$ cat src/rtl/dcache_controller.sv
// Direct-mapped, write-back, write-allocate data cache (8 lines x 4 bytes)
// with its miss-handling FSM sitting between the CPU and block-wide memory.
module dcache_controller #(
  parameter int unsigned INDEX_W  = 3,
  parameter int unsigned OFFSET_W = 2,
  parameter int unsigned ADDR_W   = 8
) (
  input  logic                              CLK,
  input  logic                              RESET,
  input  logic                              READ,
  input  logic                              WRITE,
  input  logic [ADDR_W-1:0]                 ADDRESS,
  input  logic [7:0]                        WRITEDATA,
  output logic [7:0]                        READDATA,
  output logic                              BUSYWAIT,
  output logic                              MEM_READ,
  output logic                              MEM_WRITE,
  output logic [ADDR_W-OFFSET_W-1:0]        MEM_ADDRESS,
  output logic [(8*(2**OFFSET_W))-1:0]      MEM_WRITEDATA,
  input  logic [(8*(2**OFFSET_W))-1:0]      MEM_READDATA,
  input  logic                              MEM_BUSYWAIT
);

  localparam int unsigned TagW   = ADDR_W - INDEX_W - OFFSET_W;
  localparam int unsigned Lines  = 2 ** INDEX_W;
  localparam int unsigned BlockW = 8 * (2 ** OFFSET_W);

  typedef enum logic [1:0] {StIdle, StWriteback, StFetch, StAllocate} state_e;

  state_e                  state_q;
  logic [BlockW-1:0]       data_q [Lines];
  logic [TagW-1:0]         tag_q  [Lines];
  logic [Lines-1:0]        valid_q;
  logic [Lines-1:0]        dirty_q;
  logic [TagW-1:0]         req_tag_q;
  logic [INDEX_W-1:0]      req_index_q;
  logic [BlockW-1:0]       fetched_q;
  logic                    mem_read_q;
  logic                    mem_write_q;
  logic [TagW+INDEX_W-1:0] mem_addr_q;
  logic [BlockW-1:0]       mem_wdata_q;

  logic [TagW-1:0]         addr_tag;
  logic [INDEX_W-1:0]      addr_index;
  logic [OFFSET_W-1:0]     addr_offset;
  logic                    hit;
  logic                    req;
  logic                    idle;

  // Address split, hit detection, stall and zero-latency read path.
  always_comb begin
    addr_tag    = ADDRESS[ADDR_W-1 -: TagW];
    addr_index  = ADDRESS[OFFSET_W +: INDEX_W];
    addr_offset = ADDRESS[OFFSET_W-1:0];
    hit         = valid_q[addr_index] && (tag_q[addr_index] == addr_tag);
    req         = READ | WRITE;
    idle        = (state_q == StIdle);
    BUSYWAIT    = req & ~(idle & hit);
    READDATA    = data_q[addr_index][{addr_offset, 3'b000} +: 8];
  end

  assign MEM_READ      = mem_read_q;
  assign MEM_WRITE     = mem_write_q;
  assign MEM_ADDRESS   = mem_addr_q;
  assign MEM_WRITEDATA = mem_wdata_q;

  // Miss FSM with registered memory strobes, address and victim data.
  always_ff @(posedge CLK) begin
    if (RESET) begin
      state_q     <= StIdle;
      valid_q     <= '0;
      dirty_q     <= '0;
      mem_read_q  <= 1'b0;
      mem_write_q <= 1'b0;
      mem_addr_q  <= '0;
      mem_wdata_q <= '0;
    end else begin
      unique case (state_q)
        StIdle: begin
          if (req && !hit) begin
            // Latch the missing line so a dropped request still completes cleanly.
            req_tag_q   <= addr_tag;
            req_index_q <= addr_index;
            if (valid_q[addr_index] && dirty_q[addr_index]) begin
              state_q     <= StWriteback;
              mem_write_q <= 1'b1;
              mem_addr_q  <= {tag_q[addr_index], addr_index};
              mem_wdata_q <= data_q[addr_index];
            end else begin
              state_q    <= StFetch;
              mem_read_q <= 1'b1;
              mem_addr_q <= {addr_tag, addr_index};
            end
          end else if (WRITE && hit) begin
            dirty_q[addr_index] <= 1'b1;
          end
        end
        StWriteback: begin
          if (!MEM_BUSYWAIT) begin
            state_q     <= StFetch;
            mem_write_q <= 1'b0;
            mem_read_q  <= 1'b1;
            mem_addr_q  <= {req_tag_q, req_index_q};
          end
        end
        StFetch: begin
          if (!MEM_BUSYWAIT) begin
            state_q    <= StAllocate;
            mem_read_q <= 1'b0;
            fetched_q  <= MEM_READDATA;
          end
        end
        StAllocate: begin
          state_q              <= StIdle;
          valid_q[req_index_q] <= 1'b1;
          dirty_q[req_index_q] <= 1'b0;
        end
        default: state_q <= StIdle;
      endcase
    end
  end

  // Data and tag arrays: line fill on allocate, single-byte store on a write hit.
  always_ff @(posedge CLK) begin
    if (!RESET) begin
      if (state_q == StAllocate) begin
        data_q[req_index_q] <= fetched_q;
        tag_q[req_index_q]  <= req_tag_q;
      end else if (idle && WRITE && hit) begin
        data_q[addr_index][{addr_offset, 3'b000} +: 8] <= WRITEDATA;
      end
    end
  end

endmodule
$ cat config.mk
export PLATFORM = sky130hd
export DESIGN_NAME = dcache_controller
export DESIGN_NICKNAME = d
export VERILOG_FILES = /design/src/rtl/dcache_controller.sv
export SDC_FILE = /design/constraint.sdc
export NUM_CORES = 1
export LEC_CHECK = 0
export CAP_MARGIN = 20
export CORE_MARGIN = 1.5
export CORE_UTILIZATION = 60
export CTS_BUF_LIST = sky130_fd_sc_hd__clkbuf_4
export CTS_CLUSTER_SIZE = 8
export DETAILED_ROUTE_END_ITERATION = 7
export PLACE_DENSITY = 0.79
export REMOVE_ABC_BUFFERS = 1
export SLEW_MARGIN = 20
export SYNTH_ARGS = -nofsm -noshare
export SYNTH_HDL_FRONTEND = slang
export SYNTH_SLANG_ARGS = --single-unit
$ cat constraint.sdc
create_clock -name CLK -period 3.6 [get_ports CLK]
set_input_delay 0.54 -clock CLK [delete_from_list [all_inputs] [get_ports CLK]]
set_output_delay 0.54 -clock CLK [all_outputs]
set_load 0.02 [all_outputs]
==> results of run 1 <==
==> power groups by stage <==
| stage | Combinational (W) | Sequential (W) | Clock, W |
|---|---|---|---|
| global route | 0.00135 | 0.00497 | 0.00387 |
| finish | 0.00128 | 0.00496 | 0.00360 |
| CTS | 0.00126 | 0.00496 | 0.00364 |
| global placement | 0.00122 | 0.00505 | 0 |
| detailed placement | 0.00124 | 0.00506 | 0 |
| floorplan | 0.000556 | 0.00509 | 0 |
==> flip-flops by register name (all words and copies together) (netlist names) <==
signal,cells
fetched_q,32
MEM_ADDRESS,6
state_q,2
tag_q,24
MEM_WRITEDATA,32
dirty_q,8
MEM_WRITE,1
req_tag_q,3
valid_q,8
data_q,256
req_index_q,3
MEM_READ,1
==> per-layer routing <==
layer,part of all wire,global-route usage
met1,0.36,0.4136
met2,0.48,0.5193
met3,0.12,0.07955
met4,0.039,0.1553
met5,0,0
==> area by class of cell <==
class	count	share of cell area
clock buffer	135	0.05362
tap	324	0.02145
timing repair buffer	289	0.1383
inverter	18	0.003574
multi-input combinational	564	0.2042
sequential	376	0.5666
clock inverter	38	0.01198
antenna	2	0.0002648
==> cells by family (layout without fill, tap and decap cells) <==
| family | Yosys count | in the layout |
|---|---|---|
| other | 0 | 2 |
| buffers and inverters | 77 | 480 |
| adders and majority gates | 9 | 9 |
| muxes | 58 | 58 |
| and+or+nand+nor | 261 | 261 |
| DFF | 376 | 376 |
| xor gates and xnor gates | 2 | 2 |
| AOI/OAI and AO/OA | 234 | 234 |
==> final timing paths <==
path,startpoint,end
hold reg to reg,valid_q[0]$_SDFFE_PP0P_,valid_q[0]$_SDFFE_PP0P_
setup / recovery,ADDRESS[3],READDATA[4]
setup reg to reg,state_q[0]$_SDFFE_PP0P_,data_q[7][21]$_DFFE_PP_
hold / removal,ADDRESS[4],req_index_q[2]$_DFFE_PP_
==> per-stage QoR <==
step           setup TNS (ps)    util  instances  setup slack [ps]
6_report                    0  0.7750       1746             53.83
5_1_grt                     0  0.7749       1745             45.38
4_1_cts                     0  0.7745       1744             12.03
3_5_place_dp          -161430  0.7226       1567            -460.5
3_3_place_gp          -119510  0.7226       1567            -362.4
2_1_floorplan          -60650       -        958             -1806
==> timing repair <==
action,CTS,global route
pin swaps,4,2
setup endpoints to repair,9,5
hold buffers,0,0
setup buffers,4,0
gates cloned,0,0
gates resized for setup,9,6
==> cell usage in the layout (no fill, tap or decap), drive strengths merged, types with 14 or more instances in the layout <==
cell | Yosys | routed
mux2i | 46 | 46
nand4 | 22 | 22
nor2 | 83 | 83
nand2 | 94 | 94
inv | 17 | 19
buf | 16 | 189
dfxtp | 58 | 58
a22oi | 102 | 102
clkinv | 1 | 33
edfxtp | 318 | 318
clkbuf | 43 | 136
clkdlybuf4s50 | 0 | 88
o21ai | 48 | 48
a221oi | 14 | 14
nor3 | 14 | 14
==> critical path, cell delays in order <==
cell and delay (ps):
dlygate4sd2_1 310, buf_4 200, nor3b_4 160, buf_12 180
a22o_1 200, a221oi_1 260, nand3_1 270, mux4_2 530
dlygate4sd2_1 340
==> run metrics, run 1 <==
worst-skew pair later-pin latency=730 ps; via count=10.82k; pwr/cell area=520.8 nW/um2; P_leak=6.846 nW; Final HPWL DP=26920 um; NetSw=0.002539 W; Switching Share=0.2580; layout overhead on the synthesized area=26.57%; maximum root-to-sink buffer count=3; status=complete, no violations; core region area=24390 um2; Post-Synth Simple-Gate Area=0.08210; post-synth top area share=0.6394; P_int=0.007304 W; period utilisation layout=0.9850; drt initial violations=1579; main combinational cell family by area after synthesis=compound AO/OA/AOI/OAI gates; Die Height=160.8 um; fraction of registers with async set/reset=0; vias in the first global route=10.77k; post-layout instance area=18900 um2; HP Class=in2reg; H-tree levels=3; post-synth top area cell=edfxtp_1; Clock Tree Root=clkbuf_4; Max-Cap Viols=0; flops & latches, synth=376; Worst Skew=43.15 ps; average size of a mapped cell=14.68 um2; Top FF cell, synth=edfxtp_1; XOR/XNOR share of the synthesized area=0.001676; Die X=160.8 um; Compound-Gate Fraction of Synth Area=0.1187; Row Count=57; area of the multi-input gates=3860 um2; layout net count=1404; Adder-Cell Fraction of Synth Area=0.007540; Post-DP Area=17620 um2; max-slew violations=0; Via density=6.195; headroom to the max-slew limit=0.3147; Hold Crit Depth=1; Final Setup Violations=0; Mapped Area=14930 um2; Sequential cell area=10710 um2; post-synthesis cell type count=66; antenna violations before repair=1; Final Hold Viols=0; clock share of power=0.365; largest net degree at the start of global routing=48; first-pass GRT wire length=61350 um; I/O pins=102; Initial Util=0.6123; GP Congestion=0.8907; min Tclk post-route=3546 ps; critical path class=in2out; number of buffers added on ports=101; CTS tree=built; Post-synth EDFFs=318; synth warn=0; mux cell area share after synthesis=0.04591; sequential element share of the synthesized area=0.7172; DRT antenna net count=0; WL/cell=23.27 um; largest cells by area after synthesis=edfxtp_1 64%, dfxtp_1 7.8%, a22oi_1 5.1%; Tot Pwr=0.009843 W; Slew @ Worst Pin=1019 ps; worst reg-to-reg setup slack=630 ps; clock net sink count=376; router iterations before antenna repair=6; Hold Slack=150.0 ps; filler instances=1408; layout cells sized above 1=0.2627; total length of routed wires=40630 um; CTS buffer count=93; GRT Overall Usage=0.3221; Max Freq=282.0 MHz; Worst setup EP type=output pin; Post-Syn Instances=1017; Worst Path Required=3060 ps; Max IR drop VDD=367.4 uV; DIE AREA=25850 um2; Overflow after GRT=0; DRC viols=0; RSZ-0062 raised after global routing=no; combinational group share of total power=0.130; Reg clk slew, reported paths=70 ps; CP arrival=3010 ps; sequential power share=0.504; Worst Path Max Fanout=26; R2R depth=10; Startpoint Class=input port; Post-synth top cells=318 x edfxtp_1, 102 x a22oi_1, 94 x nand2_1; most common cell in the synthesized netlist=edfxtp_1
No activity file was read; power rests on OpenSTA's default activity.
==> run 2, diff against run 1 <==
--- a/config.mk
+++ b/config.mk
@@ -13,7 +13,7 @@
 export DETAILED_ROUTE_END_ITERATION = 7
 export PLACE_DENSITY = 0.79
 export REMOVE_ABC_BUFFERS = 1
-export SLEW_MARGIN = 20
+export SKIP_LAST_GASP = 1
 export SYNTH_ARGS = -nofsm -noshare
 export SYNTH_HDL_FRONTEND = slang
 export SYNTH_SLANG_ARGS = --single-unit
==> run metrics, run 2 (synthesized netlist as in run 1, its figures left out) <==
Die X=160.8 um; Final Hold Viols=0; slowest stage delay, CP=570 ps; headroom to the max-slew limit=0.3109; Final Setup Violations=1; Initial Util=0.6123; worst-skew pair later-pin latency=730 ps; number of buffers added on ports=101; first-pass GRT wire length=61350 um; Via density=6.188; Reg with most FFs=data_q; Worst setup EP type=output pin; RSZ-0062 raised after global routing=yes; R2R depth=10; GR Layer Usage met1=0.4136; I/O pins=102; P_leak=6.835 nW; kind of cell adding the most delay to the critical path=buffers and inverters; violated checks=negative setup slack; Post-CTS Hold Buffers=0; WP depth=9; HP Class=in2reg; Reg clk slew, reported paths=70 ps; most common library cell in the layout ignoring fill and taps=edfxtp_1; drt initial violations=1586; Worst Path Max Fanout=17; Die Height=160.8 um; router iterations before antenna repair=6; Cell Chain, Critical Path=dlygate4sd2_1 -> buf_4 -> nor3b_4 -> buf_12 -> buf_4 -> a22oi_1 -> nand4_1 -> mux4_2 -> clkdlybuf4s50_1; H-tree levels=3; Max Freq=277.3 MHz; total length of routed wires=40620 um; largest net degree at the start of global routing=48; Finished Layout Cells=1746; via count=10.81k; GRT busiest layer=met2; antenna violations before repair=1; CP max-delay cell=mux4_2; vias in the first global route=10.77k; Final HPWL DP=26920 um; layout overhead on the synthesized area=26.55%; Clock Tree Root=clkbuf_4; critical path class=in2out; commonest non-fill, non-tap cells in the layout=318 x edfxtp_1, 172 x buf_4, 135 x clkbuf_4, 102 x a22oi_1, 94 x nand2_1; CTS buffer count=93; CP endpoint=READDATA[2]; Max-Cap Viols=0; CTS tree=built; GRT Overall Usage=0.3221; final core occ=0.7749; post-layout instance area=18900 um2; core region area=24390 um2; Overflow after GRT=0; DRC viols=0; Tot Pwr=0.009843 W; Worst Skew=41.32 ps; Row Count=57; WL/cell=23.26 um; Max IR drop VDD=367.3 uV; CP arrival=3070 ps; worst reg-to-reg setup slack=650 ps; maximum root-to-sink buffer count=3; layout net count=1404; DIE AREA=25850 um2; pwr/cell area=520.8 nW/um2; met2 Resource Use GR=0.5193; Startpoint Class=input port; max FFs per register=256; period utilisation layout=1.002; DRT antenna net count=0; layout cells sized above 1=0.2627; FF-to-FF Start=state_q[0]$_SDFFE_PP0P_; dpl cells=1567; status=finished with violations; Slew @ Worst Pin=1024 ps; Post-DP Area=17620 um2; Top cell by count, worst path=buf_4; Worst Path Required=3060 ps; Crit. Startpoint=ADDRESS[3]; max-slew violations=0; clock net sink count=376; GP Congestion=0.8907; WP buf/inv=5; GR Util met3=0.07955; min Tclk post-route=3607 ps; Final WS setup=-6.555 ps; FF-to-FF End=data_q[1][16]$_DFFE_PP_
run 2: per-stage QoR:
stage | setup slack, ps | hold WS [ps] | setup TNS (ps)
2_1_floorplan | -1806 | 417.1 | -60650
3_5_place_dp | -460.5 | 436.7 | -161430
3_3_place_gp | -362.4 | 425.9 | -119510
4_1_cts | 12.03 | 316.8 | 0
6_report | -6.555 | 150.0 | -6.555
5_1_grt | -64.37 | 95.92 | -64.37
run 2: worst min-delay path by stage:
stage / start / cells after the start / slack, ps / end
2_1_floorplan: valid_q[0]$_SDFFE_PP0P_ / 1 / 420 / valid_q[0]$_SDFFE_PP0P_
3_3_place_gp: valid_q[0]$_SDFFE_PP0P_ / 1 / 430 / valid_q[0]$_SDFFE_PP0P_
3_5_place_dp: valid_q[0]$_SDFFE_PP0P_ / 1 / 440 / valid_q[0]$_SDFFE_PP0P_
4_1_cts: ADDRESS[4] / 1 / 320 / req_index_q[2]$_DFFE_PP_
5_1_grt: ADDRESS[4] / 1 / 100 / req_index_q[2]$_DFFE_PP_
6_report: ADDRESS[4] / 1 / 150 / req_index_q[2]$_DFFE_PP_
run 2: what timing repair did:
action | in CTS | in global routing
resized for setup | 9 | 5
pin swaps | 4 | 1
setup buffers | 4 | 0
endpoints found under the setup margin | 9 | 5
run 2: where the power goes:
group	switching (W)	leakage, nW	internal, W
clock	0.00170	0.737	0.00189
sequential	0.0000741	3.33	0.00489
combinational	0.000760	2.76	0.000522
total	0.00254	6.83	0.00730
run 2: layer usage:
metal | vias to the layer above | routed length, um
li1 | 4712 | -
met1 | 5204 | 14660
met2 | 765 | 19550
met3 | 124 | 4826
met4 | 0 | 1577
met5 | - | 0
run 2: layout make-up:
type	count	area [um2]
sequential	376	10710
fill	1409	5492
multi-input combinational	564	3860
timing repair buffer	289	2611
clock buffer	135	1013
tap	324	405.4
clock inverter	38	226.5
inverter	18	67.56
antenna	2	5.005
==> run 3, diff against run 2 <==
--- a/config.mk
+++ b/config.mk
@@ -17,3 +17,4 @@
 export SYNTH_ARGS = -nofsm -noshare
 export SYNTH_HDL_FRONTEND = slang
 export SYNTH_SLANG_ARGS = --single-unit
+export TNS_END_PERCENT = 100
==> results of run 3 <==
No change in the layout: final DEF, timing and power equal those of run 2.
